[src/rtl/cpu_pkg.sv]
// Shared types and constants for the 16-bit pipeline front end.
package cpu_pkg;

  localparam int unsigned ADDR_W  = 16;
  localparam int unsigned INSTR_W = 16;

  localparam logic [ADDR_W-1:0] RESET_PC_DEFAULT = 16'h0000;

  typedef enum logic [1:0] {
    IDLE,
    REQ,
    DROP
  } fetch_state_t;

  typedef struct packed {
    logic [INSTR_W-1:0] instr;
    logic [ADDR_W-1:0]  pc;
  } fetch_entry_t;

  // Sequential successor of a halfword-aligned address, wrapping at 2^16.
  function automatic logic [ADDR_W-1:0] pc_plus_two(input logic [ADDR_W-1:0] pc);
    return pc + ADDR_W'(2);
  endfunction

endpackage

[src/rtl/fetch_unit_if.sv]
// Instruction-memory request/acknowledge bus between fetch and memory.
interface fetch_unit_if;

  logic                         imem_req;
  logic [cpu_pkg::ADDR_W-1:0]   imem_addr;
  logic                         imem_ack;
  logic [cpu_pkg::INSTR_W-1:0]  imem_rdata;

  modport master (
    output imem_req,
    output imem_addr,
    input  imem_ack,
    input  imem_rdata
  );

  modport slave (
    input  imem_req,
    input  imem_addr,
    output imem_ack,
    output imem_rdata
  );

endinterface

[src/rtl/fetch_buffer.sv]
// Two-entry shift FIFO holding fetched instructions; the head slot is
// a register and drives decode directly.
module fetch_buffer
  import cpu_pkg::*;
(
  input  logic         clk,
  input  logic         rst_n,
  input  logic         push,
  input  logic         pop,
  input  logic         flush,
  input  fetch_entry_t din,
  output fetch_entry_t head,
  output logic [1:0]   count
);

  fetch_entry_t tail;

  // Flush wins over push; simultaneous push and pop keeps occupancy.
  always_ff @(posedge clk or negedge rst_n) begin
    if (!rst_n) begin
      head  <= '0;
      tail  <= '0;
      count <= '0;
    end else if (flush) begin
      count <= '0;
    end else begin
      case ({push, pop})
        2'b10: begin
          if (count == 2'd0) begin
            head  <= din;
            count <= 2'd1;
          end else if (count == 2'd1) begin
            tail  <= din;
            count <= 2'd2;
          end
        end
        2'b01: begin
          if (count != 2'd0) begin
            head  <= tail;
            count <= count - 2'd1;
          end
        end
        2'b11: begin
          if (count == 2'd2) begin
            head <= tail;
            tail <= din;
          end else begin
            head  <= din;
            count <= 2'd1;
          end
        end
        default: ;
      endcase
    end
  end

endmodule

[src/rtl/fetch_unit.sv]
// Instruction-fetch stage: owns the PC, issues memory requests, queues
// returned words for decode and handles branch redirects.
module fetch_unit
  import cpu_pkg::*;
#(
  parameter logic [ADDR_W-1:0] RESET_PC  = RESET_PC_DEFAULT,
  parameter int unsigned       BUF_DEPTH = 2
) (
  input  logic                clk,
  input  logic                rst_n,
  input  logic                pc_src,
  input  logic [ADDR_W-1:0]   jump_address,
  fetch_unit_if.master        imem,
  output logic                if_valid,
  output logic [INSTR_W-1:0]  if_instr,
  output logic [ADDR_W-1:0]   if_pc,
  output logic [ADDR_W-1:0]   if_pc_plus_two,
  input  logic                id_ready
);

  fetch_state_t      state, state_next;
  logic [ADDR_W-1:0] fetch_pc, fetch_pc_next;
  logic [ADDR_W-1:0] addr_q, addr_next;
  logic [ADDR_W-1:0] target;
  logic              push, pop, room;
  logic [2:0]        count_next;
  logic [1:0]        count;
  fetch_entry_t      head;
  fetch_entry_t      din;

  // Queue control and the occupancy the queue will have after this edge.
  always_comb begin
    target     = {jump_address[ADDR_W-1:1], 1'b0};
    pop        = if_valid && id_ready && !pc_src;
    push       = (state == REQ) && imem.imem_ack && !pc_src;
    din.instr  = imem.imem_rdata;
    din.pc     = addr_q;
    count_next = pc_src ? 3'd0
                        : ({1'b0, count} + {2'b00, push} - {2'b00, pop});
    room       = count_next < 3'(BUF_DEPTH);
  end

  // Next-state, next fetch PC and next request address.
  always_comb begin
    state_next    = state;
    fetch_pc_next = fetch_pc;
    addr_next     = addr_q;
    if (pc_src) fetch_pc_next = target;
    case (state)
      IDLE: begin
        if (pc_src) begin
          state_next = REQ;
          addr_next  = target;
        end else if (room) begin
          state_next = REQ;
          addr_next  = fetch_pc;
        end
      end
      REQ: begin
        if (pc_src) begin
          // An ack coinciding with the redirect is simply dropped, so the
          // new request can go out straight away; otherwise wait it out.
          if (imem.imem_ack) addr_next  = target;
          else               state_next = DROP;
        end else if (imem.imem_ack) begin
          fetch_pc_next = pc_plus_two(addr_q);
          if (room) addr_next  = fetch_pc_next;
          else      state_next = IDLE;
        end
      end
      DROP: begin
        if (imem.imem_ack) begin
          state_next = REQ;
          addr_next  = fetch_pc_next;
        end
      end
      default: state_next = IDLE;
    endcase
  end

  // FSM state and fetch address registers.
  always_ff @(posedge clk or negedge rst_n) begin
    if (!rst_n) begin
      state    <= IDLE;
      fetch_pc <= RESET_PC;
      addr_q   <= RESET_PC;
    end else begin
      state    <= state_next;
      fetch_pc <= fetch_pc_next;
      addr_q   <= addr_next;
    end
  end

  assign imem.imem_req  = (state != IDLE);
  assign imem.imem_addr = addr_q;

  fetch_buffer u_buffer (
    .clk   (clk),
    .rst_n (rst_n),
    .push  (push),
    .pop   (pop),
    .flush (pc_src),
    .din   (din),
    .head  (head),
    .count (count)
  );

  assign if_valid       = (count != 2'd0);
  assign if_instr       = head.instr;
  assign if_pc          = head.pc;
  assign if_pc_plus_two = pc_plus_two(head.pc);

endmodule

[src/flat_wrapper.sv]
// flat-port wrapper written by rule: the top's interface ports become plain ports
module fetch_unit_flat import cpu_pkg::*;
#(
  parameter logic [ADDR_W-1:0] RESET_PC  = RESET_PC_DEFAULT,
  parameter int unsigned       BUF_DEPTH = 2
)
  (clk, rst_n, pc_src, jump_address, if_valid, if_instr, if_pc, if_pc_plus_two, id_ready, imem_imem_req, imem_imem_addr, imem_imem_ack, imem_imem_rdata);
  fetch_unit_if imem_i ();
  input  logic clk;
  input  logic rst_n;
  input  logic pc_src;
  input  logic [ADDR_W-1:0] jump_address;
  output logic if_valid;
  output logic [INSTR_W-1:0] if_instr;
  output logic [ADDR_W-1:0] if_pc;
  output logic [ADDR_W-1:0] if_pc_plus_two;
  input  logic id_ready;
  output wire logic [$bits(imem_i.imem_req)-1:0] imem_imem_req;
  output wire logic [$bits(imem_i.imem_addr)-1:0] imem_imem_addr;
  input wire logic [$bits(imem_i.imem_ack)-1:0] imem_imem_ack;
  input wire logic [$bits(imem_i.imem_rdata)-1:0] imem_imem_rdata;
  assign imem_imem_req = imem_i.imem_req;
  assign imem_imem_addr = imem_i.imem_addr;
  assign imem_i.imem_ack = imem_imem_ack;
  assign imem_i.imem_rdata = imem_imem_rdata;
  fetch_unit #(.RESET_PC(RESET_PC), .BUF_DEPTH(BUF_DEPTH)) u_core (.clk(clk), .rst_n(rst_n), .pc_src(pc_src), .jump_address(jump_address), .imem(imem_i), .if_valid(if_valid), .if_instr(if_instr), .if_pc(if_pc), .if_pc_plus_two(if_pc_plus_two), .id_ready(id_ready));
endmodule
[config.mk]
export PLATFORM = sky130hd
export DESIGN_NAME = fetch_unit_flat
export DESIGN_NICKNAME = d
export VERILOG_FILES = /design/src/rtl/cpu_pkg.sv /design/src/rtl/fetch_unit_if.sv /design/src/rtl/fetch_buffer.sv /design/src/rtl/fetch_unit.sv /design/src/flat_wrapper.sv
export SDC_FILE = /design/constraint.sdc
export NUM_CORES = 1
export LEC_CHECK = 0
export ABC_AREA = 1
export ABC_CLOCK_PERIOD_IN_PS = 3500
export BUFFER_PORTS_ARGS = -buffer_cell sky130_fd_sc_hd__buf_2
export CAP_MARGIN = 25
export CORE_ASPECT_RATIO = 1.25
export CORE_MARGIN = 2
export CORE_UTILIZATION = 55
export DETAILED_ROUTE_END_ITERATION = 7
export PLACE_DENSITY = 0.79
export SLEW_MARGIN = 5
export SYNTH_ARGS = -nofsm -noshare
export SYNTH_HDL_FRONTEND = slang
export SYNTH_SLANG_ARGS = --single-unit
[constraint.sdc]
create_clock -name clk -period 3.5 [get_ports clk]
set_input_delay 0.35 -clock clk [delete_from_list [all_inputs] [get_ports clk]]
set_output_delay 0.35 -clock clk [all_outputs]
set_load 0.05 [all_outputs]
==> impl_metrics.json <==
{
  "min_path_type": "input port to asynchronous set/reset pin",
  "hold_violations": 0,
  "cp_slowest_cell": "dfrtp_1",
  "grtUsageMet1_pct": 35.80,
  "wl_per_cell_um": 14.63,
  "drt-total-wl_um": 14220,
  "nNetsFinal": 884,
  "clk_pin_slew_ns": 0.07,
  "io_pins": 103,
  "grt_setup_unrepaired": "false",
  "antenna_found_initial": 0,
  "critPathKind": "flop to flop",
  "area_delta_synth_final_pct": 15.20,
  "synth_flop_cell": "dfrtp_1",
  "ys_top_cells_by_count": "nand2_1 (155), nor2_1 (107), dfrtp_1 (100)",
  "cp_common_cell": "inv_1",
  "critPathTopFamily": "simple AND/OR/NAND/NOR gates",
  "p_leak_uw": 0.003248,
  "root_buffer": "clkbuf_16",
  "grt_pass1_vias": 4945,
  "ys_seq_area_share_pct": 44.82,
  "ys_warn_count": 0,
  "grt_max_degree": 65,
  "ys_ff_latch": 100,
  "synth_async_sr_flop_share_pct": 100.0,
  "yosysTopAreaCell": "dfrtp_1",
  "powerDensity_nw_per_um2": 1067,
  "synth_fp_nets": 796,
  "core_area_um2": 10000,
  "endpoint_kind": "flop",
  "clk_latency_ns": 0.34,
  "synth_top_area_share_pct": 44.82,
  "initial_core_util_pct": 55.81,
  "multiInputGateArea_um2": 2615,
  "avgSynthCellArea_um2": 7.444,
  "maxCapViolations": 0,
  "synth_area_leaders": "dfrtp_1 (45%), nand2_1 (10%), o21ai_0 (7.6%), nor2_1 (7.2%), nand3_1 (6.0%)",
  "cts_sinks": 100,
  "top_usage_layer": "met2",
  "cts.hold.buffers_added": 0,
  "drc_errors": 0,
  "fmax_mhz": 313.9,
  "die_w_um": 94.12,
  "tns_ns": 0,
  "status": "completed",
  "regArea_um2": 2502,
  "critPathLaunchType": "flop",
  "grt_use_met2_pct": 44.76,
  "num_vias": 5421,
  "cp_data_arrival_time_ns": 3.42,
  "place_ws_ns": 0.2486,
  "dieArea_um2": 10980,
  "crit_chain": "inv_1, nor2_4, nand2_2, nor2_2, inv_1, ha_1, inv_1, nand2_1, fa_1, inv_1, nand2_1, nand3_1, nand3_1, nand3_1, buf_4, nand2_1, inv_1, a21oi_1",
  "place.gp.congestion": 0.8966,
  "cts_buffers": 9,
  "maxSlewViolCount": 0,
  "ir_worst_vdd_mv": 0.6821,
  "cpPeakStageDelay_ns": 0.39,
  "clockBufferDepth": 2,
  "ant_nets": 0,
  "slew_headroom_pct": 45.98,
  "vias_per_cell": 5.577,
  "crit_buf_inv": 6,
  "grt_pass1_wl_um": 23270,
  "die_y_um": 116.6,
  "io_buffers": 101,
  "nFillCells": 859,
  "cts_max_level": 3,
  "finClkSkew_ns": 0.006820,
  "gr-usage-met3_pct": 3.871,
  "placed_area_um2": 6157,
  "num_antenna_cells": 0,
  "finalCriticalPeriod_ns": 3.186,
  "hpwlAfterDp_um": 9783,
  "fin_area_um2": 6431,
  "grt_usage_pct": 26.72,
  "synth_edf_count": 0,
  "firstDrtPassIters": 4,
  "worst_slack_ns": 0.3139,
  "hold_ws_ns": 0.06656,
  "synth_most_common_cell": "nand2_1",
  "cts_tree": "yes",
  "syn-cell-area_um2": 5583,
  "critical_path.max_fanout": 13,
  "overflow": 0,
  "syn_inst": 750,
  "synth_cell_types": 40,
  "setup-violations-final": 0,
  "worstMarginPinSlew_ns": 0.8072,
  "rows": 41,
  "layout-drive-gt1-share_pct": 17.79,
  "post-route-period-util_pct": 91.03,
  "required_ns": 3.73,
  "drt_iter0_markers": 344
}
what timing repair did:
item | in CTS | in global routing
setup endpoints to repair | 0 | 4
setup buffers | 0 | 0
endpoints found under the hold margin | 0 | 0
resized for setup | 0 | 1
path summary, 6_finish.rpt:
path                                                       from                                    end  slack (ns)  depth (start not counted)
setup / recovery                    u_core.state[0]$_DFFE_PN0P_  u_core.imem.imem_addr[15]$_DFFE_PN0P_        0.31                         18
min in group clk                            imem_imem_rdata[14]   u_core.u_buffer.tail[30]$_DFFE_PN0P_        0.28                          3
hold / removal                                            rst_n   u_core.u_buffer.head[26]$_DFFE_PN0P_        0.07                          1
setup reg to reg                    u_core.state[0]$_DFFE_PN0P_  u_core.imem.imem_addr[15]$_DFFE_PN0P_        0.31                         18
hold reg to reg            u_core.u_buffer.tail[22]$_DFFE_PN0P_   u_core.u_buffer.tail[22]$_DFFE_PN0P_        0.49                          2
max in group asynchronous                                 rst_n   u_core.u_buffer.tail[31]$_DFFE_PN0P_        2.61                          2
metal layers:
metal / up-vias / wire (µm)
met5: - / 0
met4: 0 / 237
met3: 25 / 1102
met2: 236 / 6972
met1: 2546 / 5911
li1: 2614 / -
cell type report:
cell class	count	area share, %
Clock buffer	10	3.560
Sequential cell	100	38.91
Clock inverter	6	0.6226
Multi-Input combinational cell	537	40.66
Timing Repair Buffer	112	9.183
Inverter	78	4.553
Tap cell	129	2.510
through the flow:
| stage | utilization, % | instances | total power (µW) |
|---|---|---|---|
| 6_report | 64.29 | 972 | 6859 |
| 5_1_grt | 64.29 | 972 | 7310 |
| 4_1_cts | 64.24 | 972 | 6834 |
| 3_5_place_dp | 61.55 | 956 | 5907 |
| 3_3_place_gp | 61.55 | 956 | 5786 |
| 2_1_floorplan | - | 750 | 4998 |
registers in the layout, indices dropped and copies added, names as in the netlist:
name	cells
u_core.imem.imem_addr	16
u_core.u_buffer.head	32
u_core.fetch_pc	16
u_core.state	2
u_core.u_buffer.count	2
u_core.u_buffer.tail	32
layout by cell type, fill, tap and decap left out, drive strengths merged, types with 5 or more instances in the layout:
cell,instances
nor2,110
clkbuf,10
clkinv,5
nand4,12
dfrtp,100
nand3,68
buf,112
a21oi,51
nor3,6
nand2,159
o21ai,93
xor2,12
inv,78
ha,8
where the power goes:
part           total (µW)  internal [µW]  switching [µW]
Sequential           2130           1680             443
Clock                 920            483             438
Combinational        3810            936            2880
Total                6860           3100            3760
cells by family (layout without fill, tap and decap cells):
kind of cell | count (synthesis) | after routing | synth area share [%]
and+or+nand+nor | 358 | 358 | 27.12
AOI/OAI and AO/OA | 156 | 156 | 15.22
buffers and inverters | 113 | 206 | 8.494
DFF | 100 | 100 | 44.82
xor gates and xnor gates | 14 | 14 | 2.196
adders and majority gates | 9 | 9 | 2.152
Note: power is estimated with default switching activity, not from simulation.
